## config.mk

```make
export PLATFORM = sky130hd
export DESIGN_NAME = maze_mem_arbiter_flat
export DESIGN_NICKNAME = d
export VERILOG_FILES = /design/src/rtl/maze_pkg.sv /design/src/rtl/maze_mem_arbiter_if.sv /design/src/rtl/maze_rd_return.sv /design/src/rtl/maze_mem_arbiter.sv /design/src/flat_wrapper.sv
export SDC_FILE = /design/constraint.sdc
export NUM_CORES = 1
export LEC_CHECK = 0
export CAP_MARGIN = 20
export CORE_UTILIZATION = 31
export CTS_CLUSTER_DIAMETER = 50
export CTS_CLUSTER_SIZE = 40
export DETAILED_ROUTE_END_ITERATION = 12
export PLACE_DENSITY_LB_ADDON = 0.25
export SYNTH_ARGS = -nofsm -noshare
export SYNTH_HDL_FRONTEND = slang
export SYNTH_SLANG_ARGS = --single-unit
```

## constraint.sdc

```tcl
create_clock -name clk -period 1.7 [get_ports clk]
set_input_delay 0.34 -clock clk [delete_from_list [all_inputs] [get_ports clk]]
set_output_delay 0.34 -clock clk [all_outputs]
set_load 0.01 [all_outputs]
```

## src/rtl/maze_pkg.sv

```systemverilog
// Shared types for the maze memory arbiter: owner encoding and read-return tag.
package maze_pkg;

    localparam int COORD_W_DEF = 4;
    localparam int STARVE_W    = 4;

    typedef enum logic {
        OWN_SOLVER = 1'b0,
        OWN_HOST   = 1'b1
    } owner_e;

    typedef struct packed {
        logic   valid;
        owner_e owner;
    } rd_tag_t;

endpackage

```

## src/rtl/maze_mem_arbiter_if.sv

```systemverilog
// Bus bundle between the two requesters, the arbiter and the maze bitmap memory.
// Handshake: a requester raises req with we/x/y/wdata stable and holds them until gnt;
// gnt is combinational and the access completes in the cycle where req && gnt.
interface maze_mem_arbiter_if #(parameter int COORD_W = maze_pkg::COORD_W_DEF);

    logic               s_req, s_we, s_wdata, s_gnt, s_rvalid, s_rdata;
    logic [COORD_W-1:0] s_x, s_y;
    logic               h_req, h_we, h_wdata, h_gnt, h_rvalid, h_rdata;
    logic [COORD_W-1:0] h_x, h_y;
    logic [COORD_W-1:0] mem_x, mem_y;
    logic               mem_rd, mem_wr, mem_din, mem_dout;

    modport slave (
        input  s_req, s_we, s_x, s_y, s_wdata,
        output s_gnt, s_rvalid, s_rdata,
        input  h_req, h_we, h_x, h_y, h_wdata,
        output h_gnt, h_rvalid, h_rdata,
        output mem_x, mem_y, mem_rd, mem_wr, mem_din,
        input  mem_dout
    );

    modport master (
        output s_req, s_we, s_x, s_y, s_wdata,
        input  s_gnt, s_rvalid, s_rdata,
        output h_req, h_we, h_x, h_y, h_wdata,
        input  h_gnt, h_rvalid, h_rdata,
        input  mem_x, mem_y, mem_rd, mem_wr, mem_din,
        output mem_dout
    );

endinterface

```

## src/rtl/maze_rd_return.sv

```systemverilog
// Two-stage read tag pipeline: captures mem_dout for the owning port one cycle
// after the grant and pulses that port's rvalid the cycle after capture.
module maze_rd_return
    import maze_pkg::*;
(
    input  logic   clk,
    input  logic   rst,
    input  logic   gnt,
    input  logic   we,
    input  owner_e owner,
    input  logic   mem_dout,
    output logic   s_rvalid,
    output logic   s_rdata,
    output logic   h_rvalid,
    output logic   h_rdata,
    output logic   busy
);

    rd_tag_t st0, st1;
    logic    rd_issue;

    assign rd_issue = gnt && !we;

    always_ff @(posedge clk or posedge rst) begin
        if (rst) begin
            st0     <= '0;
            st1     <= '0;
            s_rdata <= 1'b0;
            h_rdata <= 1'b0;
            busy    <= 1'b0;
        end else begin
            st0.valid <= rd_issue;
            st0.owner <= owner;
            st1       <= st0;
            // mem_dout belongs to the read issued last cycle, i.e. the st0 tag
            if (st0.valid) begin
                if (st0.owner == OWN_SOLVER) s_rdata <= mem_dout;
                else                         h_rdata <= mem_dout;
            end
            busy <= rd_issue || st0.valid;
        end
    end

    assign s_rvalid = st1.valid && (st1.owner == OWN_SOLVER);
    assign h_rvalid = st1.valid && (st1.owner == OWN_HOST);

endmodule

```

## src/rtl/maze_mem_arbiter.sv

```systemverilog
// Single-port maze memory arbiter between the solver and host ports.
// Define MAZE_ARB_RR_EN for round-robin arbitration instead of solver priority + starve guard.
module maze_mem_arbiter
    import maze_pkg::*;
#(
    parameter int COORD_W    = COORD_W_DEF,
    parameter int STARVE_MAX = 8
) (
    input  logic                clk,
    input  logic                rst,
    maze_mem_arbiter_if.slave   bus,
    output logic                busy
);

    logic               host_wins;
    logic               s_gnt, h_gnt;
    logic [COORD_W-1:0] cmd_x, cmd_y;
    logic               cmd_rd, cmd_wr, cmd_din;
    owner_e             gnt_owner;

`ifdef MAZE_ARB_RR_EN
    owner_e last_owner;

    assign host_wins = (last_owner == OWN_SOLVER);

    always_ff @(posedge clk or posedge rst) begin
        if (rst)        last_owner <= OWN_HOST;
        else if (s_gnt) last_owner <= OWN_SOLVER;
        else if (h_gnt) last_owner <= OWN_HOST;
    end
`else
    localparam logic [STARVE_W-1:0] STARVE_LIM = STARVE_W'(STARVE_MAX);
    logic [STARVE_W-1:0] starve;

    assign host_wins = (starve == STARVE_LIM);

    // Counts consecutive denied host cycles; saturates so the host keeps priority
    always_ff @(posedge clk or posedge rst) begin
        if (rst)                      starve <= '0;
        else if (!bus.h_req || h_gnt) starve <= '0;
        else if (starve != STARVE_LIM) starve <= starve + 1'b1;
    end
`endif

    always_comb begin
        s_gnt = 1'b0;
        h_gnt = 1'b0;
        if (!rst) begin
            if (bus.s_req && bus.h_req) begin
                if (host_wins) h_gnt = 1'b1;
                else           s_gnt = 1'b1;
            end else begin
                s_gnt = bus.s_req;
                h_gnt = bus.h_req;
            end
        end
    end

    always_comb begin
        cmd_x   = '0;
        cmd_y   = '0;
        cmd_rd  = 1'b0;
        cmd_wr  = 1'b0;
        cmd_din = 1'b0;
        if (s_gnt) begin
            cmd_x   = bus.s_x;
            cmd_y   = bus.s_y;
            cmd_rd  = !bus.s_we;
            cmd_wr  = bus.s_we;
            cmd_din = bus.s_wdata;
        end else if (h_gnt) begin
            cmd_x   = bus.h_x;
            cmd_y   = bus.h_y;
            cmd_rd  = !bus.h_we;
            cmd_wr  = bus.h_we;
            cmd_din = bus.h_wdata;
        end
    end

    assign bus.s_gnt   = s_gnt;
    assign bus.h_gnt   = h_gnt;
    assign bus.mem_x   = cmd_x;
    assign bus.mem_y   = cmd_y;
    assign bus.mem_rd  = cmd_rd;
    assign bus.mem_wr  = cmd_wr;
    assign bus.mem_din = cmd_din;
    assign gnt_owner   = h_gnt ? OWN_HOST : OWN_SOLVER;

    maze_rd_return u_rd_return (
        .clk      (clk),
        .rst      (rst),
        .gnt      (s_gnt || h_gnt),
        .we       (cmd_wr),
        .owner    (gnt_owner),
        .mem_dout (bus.mem_dout),
        .s_rvalid (bus.s_rvalid),
        .s_rdata  (bus.s_rdata),
        .h_rvalid (bus.h_rvalid),
        .h_rdata  (bus.h_rdata),
        .busy     (busy)
    );

endmodule
```

## src/flat_wrapper.sv

```systemverilog
// flat-port wrapper written by rule: the top's interface ports become plain ports
module maze_mem_arbiter_flat import maze_pkg::*;
#(
    parameter int COORD_W    = COORD_W_DEF,
    parameter int STARVE_MAX = 8
)
  (clk, rst, busy, bus_s_req, bus_s_we, bus_s_x, bus_s_y, bus_s_wdata, bus_s_gnt, bus_s_rvalid, bus_s_rdata, bus_h_req, bus_h_we, bus_h_x, bus_h_y, bus_h_wdata, bus_h_gnt, bus_h_rvalid, bus_h_rdata, bus_mem_x, bus_mem_y, bus_mem_rd, bus_mem_wr, bus_mem_din, bus_mem_dout);
  maze_mem_arbiter_if #(.COORD_W(COORD_W)) bus_i ();
  input  logic clk;
  input  logic rst;
  output logic busy;
  input wire logic [$bits(bus_i.s_req)-1:0] bus_s_req;
  input wire logic [$bits(bus_i.s_we)-1:0] bus_s_we;
  input wire logic [$bits(bus_i.s_x)-1:0] bus_s_x;
  input wire logic [$bits(bus_i.s_y)-1:0] bus_s_y;
  input wire logic [$bits(bus_i.s_wdata)-1:0] bus_s_wdata;
  output wire logic [$bits(bus_i.s_gnt)-1:0] bus_s_gnt;
  output wire logic [$bits(bus_i.s_rvalid)-1:0] bus_s_rvalid;
  output wire logic [$bits(bus_i.s_rdata)-1:0] bus_s_rdata;
  input wire logic [$bits(bus_i.h_req)-1:0] bus_h_req;
  input wire logic [$bits(bus_i.h_we)-1:0] bus_h_we;
  input wire logic [$bits(bus_i.h_x)-1:0] bus_h_x;
  input wire logic [$bits(bus_i.h_y)-1:0] bus_h_y;
  input wire logic [$bits(bus_i.h_wdata)-1:0] bus_h_wdata;
  output wire logic [$bits(bus_i.h_gnt)-1:0] bus_h_gnt;
  output wire logic [$bits(bus_i.h_rvalid)-1:0] bus_h_rvalid;
  output wire logic [$bits(bus_i.h_rdata)-1:0] bus_h_rdata;
  output wire logic [$bits(bus_i.mem_x)-1:0] bus_mem_x;
  output wire logic [$bits(bus_i.mem_y)-1:0] bus_mem_y;
  output wire logic [$bits(bus_i.mem_rd)-1:0] bus_mem_rd;
  output wire logic [$bits(bus_i.mem_wr)-1:0] bus_mem_wr;
  output wire logic [$bits(bus_i.mem_din)-1:0] bus_mem_din;
  input wire logic [$bits(bus_i.mem_dout)-1:0] bus_mem_dout;
  assign bus_i.s_req = bus_s_req;
  assign bus_i.s_we = bus_s_we;
  assign bus_i.s_x = bus_s_x;
  assign bus_i.s_y = bus_s_y;
  assign bus_i.s_wdata = bus_s_wdata;
  assign bus_s_gnt = bus_i.s_gnt;
  assign bus_s_rvalid = bus_i.s_rvalid;
  assign bus_s_rdata = bus_i.s_rdata;
  assign bus_i.h_req = bus_h_req;
  assign bus_i.h_we = bus_h_we;
  assign bus_i.h_x = bus_h_x;
  assign bus_i.h_y = bus_h_y;
  assign bus_i.h_wdata = bus_h_wdata;
  assign bus_h_gnt = bus_i.h_gnt;
  assign bus_h_rvalid = bus_i.h_rvalid;
  assign bus_h_rdata = bus_i.h_rdata;
  assign bus_mem_x = bus_i.mem_x;
  assign bus_mem_y = bus_i.mem_y;
  assign bus_mem_rd = bus_i.mem_rd;
  assign bus_mem_wr = bus_i.mem_wr;
  assign bus_mem_din = bus_i.mem_din;
  assign bus_i.mem_dout = bus_mem_dout;
  maze_mem_arbiter #(.COORD_W(COORD_W), .STARVE_MAX(STARVE_MAX)) u_core (.clk(clk), .rst(rst), .bus(bus_i), .busy(busy));
endmodule
```

After elaboration in Yosys (flattened, before gate mapping)
Cells that the tools add are included.
- register bits after elaboration: 11
- input port bits: 25
- output and inout port bits: 18
- logic and storage cells: 46
- $add $sub $neg: 1
- equal/unequal tests: 2
- mux-type cells: 19
- bitwise logic cells: 2
- reduce and logical (&&, ||, !) cells: 14
- operator list (kind ; count):
    two-way mux 4 bit ; 6
    two-way mux 1 bit ; 13
    adder 4 x 1 -> 4 bit, second input constant ; 1
    == test 4 bit, second input constant ; 1
    logical AND 1 bit ; 4
    logical NOT 1 bit ; 4
    inequality test 4 bit, second input constant ; 1
    AND reduction 2 bit ; 2
    logical OR 1 bit ; 3
    inverter 1 bit ; 2
    nonzero test 2 bit ; 1

Longest topological paths before layout
Gate-level depths: netlist (run 1).
- depth after elaboration: 9
- depth in mapped cells: 6
- depth with buffers taken out: 5

Hierarchy
From an unflattened synthesis (run 1), not the netlist that was laid out.
- cell total of the unflattened synthesis: 58
- area, all modules: 663.1 sq um
- by module, submodules not included (module ; times used ; cells an instance ; area an instance (sq um) ; seq. area each (sq um)):
    maze_mem_arbiter ; 1 ; 42 ; 420.4 ; 100.1
    maze_rd_return ; 1 ; 16 ; 242.7 ; 175.2

Worst setup path before layout (run 1)
OpenSTA, ideal clock, no wires.
- path kind: register to output
- start point: reg u_core.starve[0]
- end point: out bus_mem_din
- arrival: 1.432 ns
- required time: 1.360 ns
- path slack: -0.072 ns
- cell stages (with the launch flop): 7
- path buffers: 1
- cell sequence: dfrtp_1 -> inv_1 -> ha_1 -> nand3b_4 -> a211oi_4 -> buf_6 -> a22o_2
- word-level cells in the longest chain between the ends: 6
- elaborated cells on any way between the ends: 9
- classes of those cells: 1 x eq/ne; 8 x mux
- RTL lines (element ; line ; text):
    start, declared ; maze_mem_arbiter.sv:33 ; logic [STARVE_W-1:0] starve;
    start signal, assigned ; maze_mem_arbiter.sv:41 ; else if (starve != STARVE_LIM) starve <= starve + 1'b1;
    == test 4 bit ; maze_mem_arbiter.sv:35 ; assign host_wins = (starve == STARVE_LIM);
    two-way mux 1 bit ; maze_mem_arbiter.sv:50 ; if (host_wins) h_gnt = 1'b1;
    two-way mux 1 bit ; maze_mem_arbiter.sv:49 ; if (bus.s_req && bus.h_req) begin
    two-way mux 1 bit ; maze_mem_arbiter.sv:48 ; if (!rst) begin
    named net bus_h_gnt ; flat_wrapper.sv:25 ; output wire logic [$bits(bus_i.h_gnt)-1:0] bus_h_gnt;
    two-way mux 1 bit ; maze_mem_arbiter.sv:71 ; end else if (h_gnt) begin
    two-way mux 1 bit ; maze_mem_arbiter.sv:65 ; if (s_gnt) begin
    end, declared ; flat_wrapper.sv:32 ; output wire logic [$bits(bus_i.mem_din)-1:0] bus_mem_din;
The timed path passes the listed nets, and every way through them passes these cells.

Worst setup path in the final report (run 1)
- start point: reg u_core.starve[0]
- end point: out bus_mem_rd
- word-level cells in the longest chain between the ends: 6
- elaborated cells on any way between the ends: 9
- classes of those cells: 1 x eq/ne; 8 x mux
- RTL lines (element ; line ; text):
    == test 4 bit (*) ; maze_mem_arbiter.sv:35 ;
    two-way mux 1 bit ; maze_mem_arbiter.sv:50 ;
    two-way mux 1 bit ; maze_mem_arbiter.sv:49 ;
    two-way mux 1 bit ; maze_mem_arbiter.sv:48 ;
    two-way mux 1 bit ; maze_mem_arbiter.sv:71 ;
    two-way mux 1 bit (*) ; maze_mem_arbiter.sv:65 ;
    end, declared ; flat_wrapper.sv:30 ; output wire logic [$bits(bus_i.mem_rd)-1:0] bus_mem_rd;
Mark *: on every way between the ends. The rest lies on a longest branch, timed or not.

==> run_results.csv, run 1 <==
group,metric,value,unit
run,drv_cap,0,
power,powerDensity,535,nW/um^2
timing,maxSlewHeadroom,84.9,%
global_routing,grt_pass1_vias,716,
synthesis,ys.flop_type,"dfrtp_1",
clocking,cts_root_buffer,"clkbuf_4",
cells_and_area,num-nets-final,146,
critical_path,start_kind,"flip-flop",
cells_and_area,multi_input_area,452,um^2
clocking,clock-sinks,11,
synthesis,synth-seq-area-share,42.2,%
placed_design,dp_hpwl,1290,um
timing,rsz0062_at_grt,"true",
critical_path,required,1.36,ns
power,leakage,0.702,nW
floorplan,die_y,47.9,um
power,max-vdd-ir-drop,0.302,mV
placed_design,gp_congestion,0.684,
floorplan,fp.dieArea,2290,um^2
outcome,status,"finished with violations",
drt,wl_per_cell,13.5,um
drt,post-route-drc-count,0,
critical_path,ff2ff_path_depth,7,
critical_path,rr_startpoint,"u_core.starve[0]",
synthesis,async_flop_share,100,%
synthesis,yosys-top-cells-count,"12 x a22o_2, 11 x dfrtp_1, 6 x inv_1",
global_routing,antenna_found_initial,0,
floorplan,core_area,1960,um^2
floorplan,top_level_ports,43,
synthesis,avgSynthCellArea,12.3,um^2
drt,via_per_inst,4.63,
critical_path,worstReg2RegEnd,"u_core.u_rd_return.busy",
timing,worst_slew_pin_slew,0.225,ns
clocking,cts_inserted_buffers,3,
placed_design,port_buffers,42,
synthesis,synth_edf_count,0,
timing,hold_viol,0,
floorplan,rows,16,
drt,drt-pass1-iter-count,4,
timing,finClkSkew,0.00256,ns
critical_path,arrival,1.72,ns
critical_path,r2r_setup_slack,0,ns
timing,drv_slew,0,
placed_design,dp.cells,132,
critical_path,worstSetupEndpointType,"primary output",
clocking,clk_pin_slew,0.06,ns
critical_path,crit_fanout,7,
outcome,violations,"negative setup slack",
cells_and_area,fillers,156,
synthesis,synth_most_common_cell,"a22o_2",
cells_and_area,layout-drive-gt1-share,51.7,%
synthesis,syn-num-nets,80,
cells_and_area,area_growth,115,%
drt,via_count,671,
timing,finalWorstSetupSlack,-0.358,ns
synthesis,synth_top_area_share,42.2,%
cells_and_area,ff_latch_area,275,um^2
min_path,hold_depth,0,
timing,max_freq,0.486,GHz
timing,fin_crit_sh,121,%
global_routing,grt_first_pass_wirelength,3070,um
synthesis,ys_warn_count,0,
critical_path,critPathKind,"reg2out",
synthesis,ys_ff_latch,11,
floorplan,die_w,47.9,um
cells_and_area,fin_cells,145,
clocking,cts_buffer_depth,2,
global_routing,gr-total-overflow,0,
cells_and_area,num_antenna_cells,0,
clocking,htreeDepth,1,
min_path,hold_path_startpoint,"u_core.u_rd_return.st0[0]",
drt,routed_wl,1960,um
min_path,hp-class,"reg2reg",
clocking,cts_tree,"built",
global_routing,track_usage,19.5,%
synthesis,synth_cell_type_count,20,
timing,fin_tns_setup,-4.14,ns
drt,dr.first_iter.drc_count,6,
synthesis,syn_inst,53,
min_path,holdPathEnd,"u_core.u_rd_return.st1[0]",
synthesis,synth.area.top_cells,"dfrtp_1 42%, a22o_2 18%, mux2_2 5.2%",
floorplan,initial_utilization,33.2,%
synthesis,synth_top_area_cell,"dfrtp_1",
cells_and_area,utilization,71.6,%
clocking,ctsHoldBuffers,0,
timing,setup-violations-final,14,
timing,period_minus_slack,2.06,ns
drt,drtAntennaViolNets,0,
global_routing,grt_max_degree,12,
synthesis,syn_area,652,um^2
clocking,clock_latency,0.25,ns
-- area by class of cell --
class / count / area share, %
repair buffers: 62 / 42.3
multi-input cells: 35 / 32.2
flip-flops and latches: 11 / 19.6
well taps: 27 / 2.41
clock buffers: 4 / 1.87
inverters: 6 / 1.60
-- per-layer routing --
metal | wire, um | GRT usage [%] | part of all wire, %
met1 | 723 | 20.7 | 37
met2 | 1090 | 37.8 | 55
met3 | 131 | 5.28 | 6.7
met4 | 14 | 4.44 | 0.72
met5 | 0 | 0 | 0
-- critical path, stage by stage (launching register included) --
cell      delay [ns]
dfrtp_1         0.39
inv_2           0.08
ha_4            0.13
nand3b_4        0.11
buf_6           0.13
o211a_4         0.27
a22o_4          0.23
buf_6           0.12
-- power by group --
part | switching [mW] | internal (mW) | total (mW) | leakage (nW)
Combinational | 0.103 | 0.188 | 0.291 | 0.544
Clock | 0.0750 | 0.0904 | 0.165 | 0.0150
Sequential | 0.0109 | 0.284 | 0.295 | 0.143
-- worst max-delay path by stage --
stage | start | end | slack, ns
after CTS | u_core.starve[0] | bus_mem_rd | -0.40
after detailed placement | bus_h_req | bus_mem_y[3] | -0.68
after global routing | u_core.starve[0] | bus_mem_x[2] | -0.42
final | u_core.starve[0] | bus_mem_rd | -0.36
after global placement | bus_h_req | bus_mem_x[3] | -0.65
after floorplan | u_core.starve[1] | bus_mem_x[2] | 0.0006
-- layout by cell type, fill, tap and decap left out, types with 2 or more instances in the layout --
cell / synthesis / layout
o211a_4: 0 / 2
mux2_2: 3 / 3
clkdlybuf4s50_1: 0 / 28
inv_1: 6 / 4
xnor2_1: 2 / 2
buf_6: 2 / 15
a22o_4: 0 / 11
buf_4: 0 / 17
clkbuf_4: 0 / 3
dfrtp_1: 11 / 11
and3_1: 3 / 3
inv_2: 0 / 2
-- state kept, by name, summed over array words and instances (netlist names) --
register	cells
u_core.starve	4
u_core.u_rd_return.busy	1
u_core.u_rd_return.h_rdata	1
u_core.u_rd_return.s_rdata	1
u_core.u_rd_return.st0	2
u_core.u_rd_return.st1	2
-- kinds of logic (layout without fill, tap and decap cells) --
| kind of cell | after synthesis | after routing | synth area share, % |
|---|---|---|---|
| AO/OA/AOI/OAI | 16 | 17 | 26.1 |
| XOR/XNOR | 3 | 3 | 4.03 |
| buffers and inverters | 8 | 72 | 6.91 |
| adder cells (fa/ha/maj) | 2 | 2 | 3.84 |
| flip-flops | 11 | 11 | 42.2 |
| multiplexers | 3 | 3 | 5.18 |
| AND/OR/NAND/NOR | 10 | 10 | 11.7 |
-- through the flow --
stage	hold WS (ns)	total power [mW]	worst slack [ns]	cell area [um^2]
after CTS	0.401	0.764	-0.397	1440
after global routing	0.426	0.795	-0.422	1400
after detailed placement	0.386	0.568	-0.678	1270
after global placement	0.378	0.562	-0.645	1270
final	0.399	0.751	-0.358	1400
after floorplan	0.210	0.410	0.000616	739
-- timing repair --
item                       CTS  global route
gates cloned                 2             0
pin swaps                    8             3
resized for setup           70             2
setup endpoints to repair   13            15
setup buffers                8             1
Note: power is estimated with default switching activity, not from simulation.
==> inputs of run 2 (changes only) <==
ABC_CLOCK_PERIOD_IN_PS = 1700   (was default)
==> results of run 2 <==
The final DEF is identical to that of run 1; final timing and power are the same.
